$ cat src/rtl/coin_credit_if.sv
// Coin/credit handshake bundle between the coin front end,
// the credit FSM and the dispense FSM.
interface coin_credit_if;
    logic       coin_valid;
    logic [1:0] coin_value;
    logic       btn_a;
    logic       btn_b;
    logic       cancel;
    logic       listo;
    logic [3:0] total;
    logic [1:0] seleccion;
    logic       coin_reject;
    logic       refund_valid;
    logic [3:0] refund_amount;
    logic       busy;

    modport master (
        output coin_valid, coin_value, btn_a, btn_b, cancel, listo,
        input  total, seleccion, coin_reject, refund_valid,
        input  refund_amount, busy
    );

    modport slave (
        input  coin_valid, coin_value, btn_a, btn_b, cancel, listo,
        output total, seleccion, coin_reject, refund_valid,
        output refund_amount, busy
    );
endinterface

$ cat src/rtl/coin_credit_fsm.sv
// Credit accumulator and request latch feeding the dispense FSM.
// Handles cancel, overflow rejection and timeout refunds.
module coin_credit_fsm #(
    parameter int MAX_TOTAL      = 15,
    parameter int PRICE_A        = 5,
    parameter int PRICE_B        = 6,
    parameter int TIMEOUT_CYCLES = 1000
) (
    input logic          clk,
    input logic          rst,
    coin_credit_if.slave bus
);
    localparam int TW = $clog2(TIMEOUT_CYCLES + 1);
    localparam logic [TW-1:0] TLAST = TW'(TIMEOUT_CYCLES - 1);

    typedef enum logic [1:0] {IDLE, CREDIT, VEND, REFUND} state_t;

    state_t        st_q, st_d;
    logic [3:0]    total_q, total_d;
    logic [1:0]    sel_q, sel_d;
    logic          rej_q, rej_d;
    logic          rv_q, rv_d;
    logic [3:0]    ra_q, ra_d;
    logic          busy_q, busy_d;
    logic [TW-1:0] tmr_q, tmr_d, tmr_inc;

    logic [2:0] amt;
    logic       amt_ok;
    logic [4:0] sum;
    logic       fits;
    logic [1:0] req;
    logic       afford;
    logic       tmo;
    logic       to_ref;

    always_comb begin
        amt = 3'd0;
        unique case (bus.coin_value)
            2'b00: amt = 3'd1;
            2'b01: amt = 3'd2;
            2'b10: amt = 3'd5;
            2'b11: amt = 3'd0;
        endcase
        amt_ok = (amt != 3'd0);
        // 5-bit sum so an overflowing coin cannot wrap into range
        sum  = 5'(total_q) + 5'(amt);
        fits = (sum <= 5'(MAX_TOTAL));
    end

    always_comb begin
        req    = 2'b00;
        afford = 1'b0;
        if (bus.btn_a && !bus.btn_b) begin
            req    = 2'b01;
            afford = (total_q >= 4'(PRICE_A));
        end else if (bus.btn_b && !bus.btn_a) begin
            req    = 2'b10;
            afford = (total_q >= 4'(PRICE_B));
        end
    end

    assign tmr_inc = (tmr_q == '1) ? tmr_q : tmr_q + 1'b1;
    assign tmo     = (tmr_q == TLAST);

    always_comb begin
        st_d    = st_q;
        total_d = total_q;
        sel_d   = sel_q;
        rej_d   = 1'b0;
        rv_d    = 1'b0;
        ra_d    = 4'd0;
        tmr_d   = '0;
        to_ref  = 1'b0;
        unique case (st_q)
            IDLE: begin
                if (bus.coin_valid) begin
                    if (amt_ok) begin
                        st_d    = CREDIT;
                        total_d = 4'(amt);
                    end else begin
                        rej_d = 1'b1;
                    end
                end
            end
            CREDIT: begin
                tmr_d = tmr_inc;
                if (bus.cancel) begin
                    rej_d  = bus.coin_valid;
                    to_ref = 1'b1;
                end else if (bus.coin_valid && amt_ok && fits) begin
                    total_d = sum[3:0];
                    tmr_d   = '0;
                end else if (bus.coin_valid) begin
                    rej_d  = 1'b1;
                    to_ref = tmo;
                end else if (afford) begin
                    st_d  = VEND;
                    sel_d = req;
                    tmr_d = '0;
                end else begin
                    to_ref = tmo;
                end
            end
            VEND: begin
                tmr_d = tmr_inc;
                rej_d = bus.coin_valid;
                if (bus.listo) begin
                    st_d    = IDLE;
                    total_d = 4'd0;
                    sel_d   = 2'b00;
                    tmr_d   = '0;
                end else begin
                    to_ref = tmo;
                end
            end
            REFUND: begin
                rej_d   = bus.coin_valid;
                st_d    = IDLE;
                total_d = 4'd0;
                sel_d   = 2'b00;
            end
            default: st_d = IDLE;
        endcase
        // credit stays visible on total during the refund cycle
        if (to_ref) begin
            st_d  = REFUND;
            rv_d  = 1'b1;
            ra_d  = total_q;
            sel_d = 2'b00;
            tmr_d = '0;
        end
        busy_d = (st_d == VEND) || (st_d == REFUND);
    end

    always_ff @(posedge clk) begin
        if (rst) begin
            st_q    <= IDLE;
            total_q <= 4'd0;
            sel_q   <= 2'b00;
            rej_q   <= 1'b0;
            rv_q    <= 1'b0;
            ra_q    <= 4'd0;
            busy_q  <= 1'b0;
            tmr_q   <= '0;
        end else begin
            st_q    <= st_d;
            total_q <= total_d;
            sel_q   <= sel_d;
            rej_q   <= rej_d;
            rv_q    <= rv_d;
            ra_q    <= ra_d;
            busy_q  <= busy_d;
            tmr_q   <= tmr_d;
        end
    end

    assign bus.total         = total_q;
    assign bus.seleccion     = sel_q;
    assign bus.coin_reject   = rej_q;
    assign bus.refund_valid  = rv_q;
    assign bus.refund_amount = ra_q;
    assign bus.busy          = busy_q;
endmodule

$ cat src/flat_wrapper.sv
// flat-port wrapper written by rule: the top's interface ports become plain ports
module coin_credit_fsm_flat 
#(
    parameter int MAX_TOTAL      = 15,
    parameter int PRICE_A        = 5,
    parameter int PRICE_B        = 6,
    parameter int TIMEOUT_CYCLES = 1000
)
  (clk, rst, bus_coin_valid, bus_coin_value, bus_btn_a, bus_btn_b, bus_cancel, bus_listo, bus_total, bus_seleccion, bus_coin_reject, bus_refund_valid, bus_refund_amount, bus_busy);
  coin_credit_if bus_i ();
  input logic clk;
  input logic rst;
  input wire logic [$bits(bus_i.coin_valid)-1:0] bus_coin_valid;
  input wire logic [$bits(bus_i.coin_value)-1:0] bus_coin_value;
  input wire logic [$bits(bus_i.btn_a)-1:0] bus_btn_a;
  input wire logic [$bits(bus_i.btn_b)-1:0] bus_btn_b;
  input wire logic [$bits(bus_i.cancel)-1:0] bus_cancel;
  input wire logic [$bits(bus_i.listo)-1:0] bus_listo;
  output wire logic [$bits(bus_i.total)-1:0] bus_total;
  output wire logic [$bits(bus_i.seleccion)-1:0] bus_seleccion;
  output wire logic [$bits(bus_i.coin_reject)-1:0] bus_coin_reject;
  output wire logic [$bits(bus_i.refund_valid)-1:0] bus_refund_valid;
  output wire logic [$bits(bus_i.refund_amount)-1:0] bus_refund_amount;
  output wire logic [$bits(bus_i.busy)-1:0] bus_busy;
  assign bus_i.coin_valid = bus_coin_valid;
  assign bus_i.coin_value = bus_coin_value;
  assign bus_i.btn_a = bus_btn_a;
  assign bus_i.btn_b = bus_btn_b;
  assign bus_i.cancel = bus_cancel;
  assign bus_i.listo = bus_listo;
  assign bus_total = bus_i.total;
  assign bus_seleccion = bus_i.seleccion;
  assign bus_coin_reject = bus_i.coin_reject;
  assign bus_refund_valid = bus_i.refund_valid;
  assign bus_refund_amount = bus_i.refund_amount;
  assign bus_busy = bus_i.busy;
  coin_credit_fsm #(.MAX_TOTAL(MAX_TOTAL), .PRICE_A(PRICE_A), .PRICE_B(PRICE_B), .TIMEOUT_CYCLES(TIMEOUT_CYCLES)) u_core (.clk(clk), .rst(rst), .bus(bus_i));
endmodule
$ cat config.mk
export PLATFORM = sky130hd
export DESIGN_NAME = coin_credit_fsm_flat
export DESIGN_NICKNAME = d
export VERILOG_FILES = /design/src/rtl/coin_credit_if.sv /design/src/rtl/coin_credit_fsm.sv /design/src/flat_wrapper.sv
export SDC_FILE = /design/constraint.sdc
export NUM_CORES = 1
export LEC_CHECK = 0
export ABC_AREA = 1
export BUFFER_PORTS_ARGS = -buffer_cell sky130_fd_sc_hd__buf_2
export CORE_ASPECT_RATIO = 0.5
export CORE_UTILIZATION = 35
export DETAILED_ROUTE_END_ITERATION = 8
export MAX_ROUTING_LAYER = met4
export RECOVER_POWER = 50
export SLEW_MARGIN = 10
export SYNTH_ARGS = -nofsm -noshare
export SYNTH_HDL_FRONTEND = slang
export SYNTH_SLANG_ARGS = --single-unit
$ cat constraint.sdc
create_clock -name clk -period 2.1 [get_ports clk]
set_input_delay 0.21 -clock clk [delete_from_list [all_inputs] [get_ports clk]]
set_output_delay 0.21 -clock clk [all_outputs]
set_load 0.01 [all_outputs]
# After elaboration in Yosys (flattened, before gate mapping)
# Index checks and enable logic that the tools add are counted.
# op_classes
add_sub_neg	2
multipliers	0
n_div	0
n_lt_le_gt_ge	3
n_eq_ne	18
shift	0
muxes	46
n_bitwise	1
n_reduce_logical	16
# ops
cell	n
10-bit two-way mux	6
2-bit two-way mux	15
10-bit equality test (second input constant)	2
4-bit two-way mux	5
10-bit one-hot mux with 2 select lines	1
4-bit one-hot mux with 4 select lines	1
1-bit two-way mux	13
2-bit equality test (second input constant)	6
3-bit one-hot mux with 4 select lines	1
10-bit by 1-bit adder with 10-bit output (second input constant)	1
2-bit != test (second input constant)	5
4-bit by 3-bit >= comparator with 1-bit output (second input constant)	2
2-bit one-hot mux with 4 select lines	1
2-bit by 1-bit != test with 1-bit output (second input constant)	3
2-bit one-hot mux with 3 select lines	1
6-bit AND reduction	1
3-bit nonzero test	2
2-bit OR reduction	3
4-bit by 3-bit adder with 5-bit output	1
5-bit by 4-bit <= comparator with 1-bit output (second input constant)	1
5-bit AND reduction	1
2-bit by 1-bit equality test with 1-bit output (second input constant)	2
1-bit logical AND	4
2-bit logical NOT	2
5 further kinds	6
# totals
ff_bits	25
latchBits	0
ram_bits	0
rom_bits	0
word_cells	94
mem_count	0

# Longest topological paths before layout
# logic_depth
ltp_word	12
ltp_mapped	14
mapped_depth_nobuf	14

# Least setup slack after synthesis
# No wires, ideal clock.
# synth_path
kind	flip-flop to flip-flop
start	register u_core.total_q[0] (netlist: u_core.bus.total[0])
end	register u_core.tmr_q[0]
arrival_time_ns	1.755
required_time_ns	2.033
path_slack_ns	0.278
path_stages_with_launch	13
path_buffers	0
synth_period_minus_slack_ns	1.822
path_cell_list	dfxtp_1 -> ha_1 -> inv_1 -> fa_1 -> inv_1 -> nand2_1 -> nand2_1 -> nand2_1 -> nand2_1 -> nand2_2 -> a21oi_4 -> nand4_4 -> nor2_1
# synth_via
elab_chain_len	9
word_cells_on_any_way	18
# synth_rtl
item	line	text
from (decl)	coin_credit_fsm.sv:19	logic [3:0] total_q, total_d;
from (signal assigned)	coin_credit_fsm.sv:147	total_q <= total_d;
parallel branches: the longest is 9 deep, another holds 4-bit by 3-bit adder with 5-bit output	--	
to (signal assigned)	coin_credit_fsm.sv:153	tmr_q <= tmr_d;
to (decl)	coin_credit_fsm.sv:25	logic [TW-1:0] tmr_q, tmr_d, tmr_inc;
# Several ways; the timed one is not identified.
# A chain may end at the register's enable or synchronous reset.

# Worst setup path in the final report
# layout_path
start	register u_core.total_q[0] (netlist: u_core.bus.total[0])
end	register u_core.ra_q[2] (netlist: u_core.bus.refund_amount[2])
# layout_via
elab_chain_len	10
word_cells_on_any_way	14
# layout_rtl
item	line	text
parallel branches: the longest is 5 deep, another holds 4-bit by 3-bit adder with 5-bit output	--	
1-bit two-way mux *	coin_credit_fsm.sv:90	end else if (bus.coin_valid && amt_ok && fits) begin
1-bit two-way mux *	coin_credit_fsm.sv:87	if (bus.cancel) begin
1-bit one-hot mux with 2 select lines *	coin_credit_fsm.sv:74	unique case (st_q)
1-bit NOT (no source line) *	--	
2-bit OR reduction (no source line) *	--	
to (signal assigned)	coin_credit_fsm.sv:151	ra_q <= ra_d;
to (decl)	coin_credit_fsm.sv:23	logic [3:0] ra_q, ra_d;
# Mark *: on every way between the ends.

==> impl_results.md <==
* Final GP Congestion at 0.887
* # hold bufs at CTS at 0
* Die area at 4380 um^2
* Vias per std cell at 4.64
* Final Hold Vio Count at 0
* Initial antenna violation count at 0
* Clock-pin slew on the worst setup and hold paths at ~0.1 ns
* Synthesized instance count at 202
* Antenna viol nets, final at 0
* Status: finished, final reports clean
* WHS at 0.103 ns
* Post-synth cell types at 30
* GRT Overall Usage at between 10% and 20%
* Port bufs at 21
* Power density over the cells at approximately 600 nW/um^2
* H-Tree Depth at 1
* Die width at 92.6 um
* Core area at 3920 um^2
* Syn_nets at 221
* P_leak at approximately 0.00073 uW
* Total stage count of the critical path at 12
* Die Ht at 47.3 um
* First-pass GRT wire length at about 4800 um
* 1st-iter DRT viols at 45
* Layout Nets at 249
* Most used cell, CP: nand2_1
* Synthesized flop and latch total at 25
* Total routed wirelength at ~3100 um
* Area growth, synth to finish at 17.6%
* CTS Buf Count at 3
* Crit path cell chain: ha_4 > inv_2 > fa_2 > inv_2 > nand2_2 > nand2_1 > nand2_1 > nand2_1 > nand2_2 > a21oi_4 > nand4_4 > nor2_2
* Via count at about 1.3k
* # IOs at 22
* Met2 usage at between 20% and 30%
* Worst slew margin at 74.0%
* Delay-heaviest family, CP: simple AND/OR/NAND/NOR gates
* Placement Rows at 16
* Diode count at 0
* Critical path type: reg -> reg
* Clock latency on the worst-skew pair at 0.27 ns
* Post-DP HPWL at 2350 um
* Worst R2R Path Depth at 12
* # DRC at 0
* Mean Syn Cell Area at 7.11 um^2
* Final Skew at just over 0.006 ns
* Clock root cell: clkbuf_8
* Vias in the first global route at 1,025
* Sink Count at 25
* CP Buf/Inv Count at 2
* Hold Path Depth at 2
* WP data required at 2.32 ns
* GR peak layer: met2
* R2R Path End: u_core.bus.refund_amount[2]
* Grt met3 use at 3.88%
* Seq/Total Area, Yosys at 34.8%
* CP Launch Type: flop
* Mapped Area at 1440 um^2
* CP endpoint kind: flop
* R2r setup slk at approximately 0.14 ns
* Tightest Hold Check Type: in -> reg
* Fin crit share at 93.3%
* Max-slew violations at 0
* Initial Util at 36.6%
* Final setup fails at 0
* Slowest cell on crit path: dfxtp_4
* Min-Delay Startpoint: rst
* Crit Path Max Fanout at 8
* Largest net degree at the start of global routing at 16
* VDD IR-drop max at 247 uV
* Max Cap Viol at 0
* Yosys warns at 0
* Max stage delay on crit path at 0.39 ns
* Total Power at 1010 uW
* Reg2reg start: u_core.bus.total[0]
* Met1 GRT Util at between 20% and 30%
* Congestion Overflow GR at 0
* Final min period at 1.96 ns
* Worst Tran Pin Value at 0.387 ns
* Drt pass-1 iters at 4
* CTS tree: built
* Max Clk Rate at between 500 and 600 MHz
* DR WL/cell at 10.9 um
* Crit path arrival time at 2.18 ns
* Fill count at 426
* Layout cells sized above 1 at about 18%
* Clk buf depth at 2
* Hold path endpoint: u_core.bus.total[3]
kinds of logic (layout without fill, tap and decap cells):
group           count (synthesis)  in the layout  share of synthesized area (%)
simple gates                  103            103                           33.4
buf+inv                        35             62                           9.67
compound gates                 26             26                           10.9
flops                          25             25                           34.8
fa+ha+maj                      10             10                           9.23
xor+xnor                        2              2                           1.22
mux                             1              1                          0.697
repair_timing:
item                                   in CTS  in global routing
gates resized for setup                     0                 12
endpoints found under the hold margin       0                  0
setup endpoints to repair                   0                 21
setup buffers                               0                  3
flip-flops by register name (all words and copies together) (netlist names):
register and cells:
u_core.bus.seleccion 2, u_core.bus.busy 1, u_core.bus.refund_valid 1, u_core.bus.coin_reject 1, u_core.st_q 2, u_core.bus.refund_amount 4
u_core.tmr_q 10, u_core.bus.total 4
final cells by class:
cell class / instances / area [um^2] / share of cell area [%]
clock buffers: 3 / 41.3 / 2.44
clock inverters: 1 / 7.51 / 0.444
inverters: 34 / 128 / 7.56
multi-input cells: 142 / 822 / 48.7
flip-flops and latches: 25 / 505 / 29.9
well taps: 54 / 67.6 / 4.00
repair buffers: 24 / 118 / 6.96
per-stage QoR:
stage / setup TNS, ns / instance area, um^2 / instances / setup slack, ns / utilization, %
final: 0 / 1690 / 283 / 0.141 / 43.0
after global routing: -0.0155 / 1690 / 283 / -0.0155 / 43.0
after CTS: 0 / 1650 / 280 / 0.0546 / 42.0
after detailed placement: 0 / 1600 / 276 / 0.0744 / 40.7
after global placement: 0 / 1600 / 276 / 0.134 / 40.7
after floorplan: 0 / 1440 / 202 / 0.278 / -
power by group:
group	total, uW	internal (uW)	switching [uW]
registers	509	493	16.7
clock network	302	135	168
logic	195	73.6	122
per-layer routing:
| metal | share of wire [%] | routed length, um |
|---|---|---|
| met1 | 54 | 1650 |
| met2 | 41 | 1270 |
| met3 | 4.9 | 151 |
| met5 | 0 | 0 |
| met4 | 0.26 | 8 |
placed cells by master (no fill, tap or decap), drive strengths merged, types with 5 or more instances in the layout:
cell type	count
nand2	47
inv	33
nor2	28
dfxtp	25
nand3	16
buf	16
clkbuf	11
o21ai	10
a21oi	9
ha	9
nor3	5
nand4	5
synth_stat cells:
| library cell | instances | area, um^2 |
|---|---|---|
| o21ai_0 | 10 | 50.1 |
| nand4_1 | 3 | 18.8 |
| nor2_1 | 25 | 93.8 |
| clkinv_1 | 1 | 3.75 |
| nand4_4 | 2 | 42.5 |
| mux2i_1 | 1 | 10.0 |
| buf_6 | 1 | 11.3 |
| xor2_1 | 1 | 8.76 |
| o211ai_1 | 1 | 7.51 |
| inv_2 | 1 | 3.75 |
| inv_1 | 32 | 120 |
| dfxtp_1 | 25 | 500 |
| nand3b_1 | 1 | 7.51 |
| o21bai_1 | 1 | 7.51 |
| nand2_1 | 43 | 161 |
| nor2_2 | 3 | 18.8 |
| nor3b_1 | 1 | 7.51 |
| a22oi_1 | 1 | 7.51 |
| fa_1 | 1 | 20.0 |
| xnor2_1 | 1 | 8.76 |
| nor3_1 | 5 | 25.0 |
| nand2_2 | 4 | 25.0 |
| ha_1 | 9 | 113 |
| a31oi_1 | 1 | 6.26 |
| a21oi_1 | 8 | 40.0 |
| o21a_1 | 1 | 7.51 |
| nand3_1 | 16 | 80.1 |
| o31ai_1 | 1 | 7.51 |
| a21oi_4 | 1 | 16.3 |
| o22ai_1 | 1 | 6.26 |
how the worst max path moves through the flow:
stage	start	endpoint	slack, ns
CTS	u_core.bus.total[0]	u_core.tmr_q[4]	0.05
global route	u_core.bus.total[0]	u_core.bus.refund_amount[2]	-0.02
global placement	u_core.bus.total[0]	u_core.bus.refund_amount[3]	0.13
finish	u_core.bus.total[0]	u_core.bus.refund_amount[2]	0.14
floorplan	u_core.bus.total[0]	u_core.tmr_q[0]	0.28
detailed placement	u_core.bus.total[0]	u_core.tmr_q[4]	0.07
Note: power is estimated with default switching activity, not from simulation.
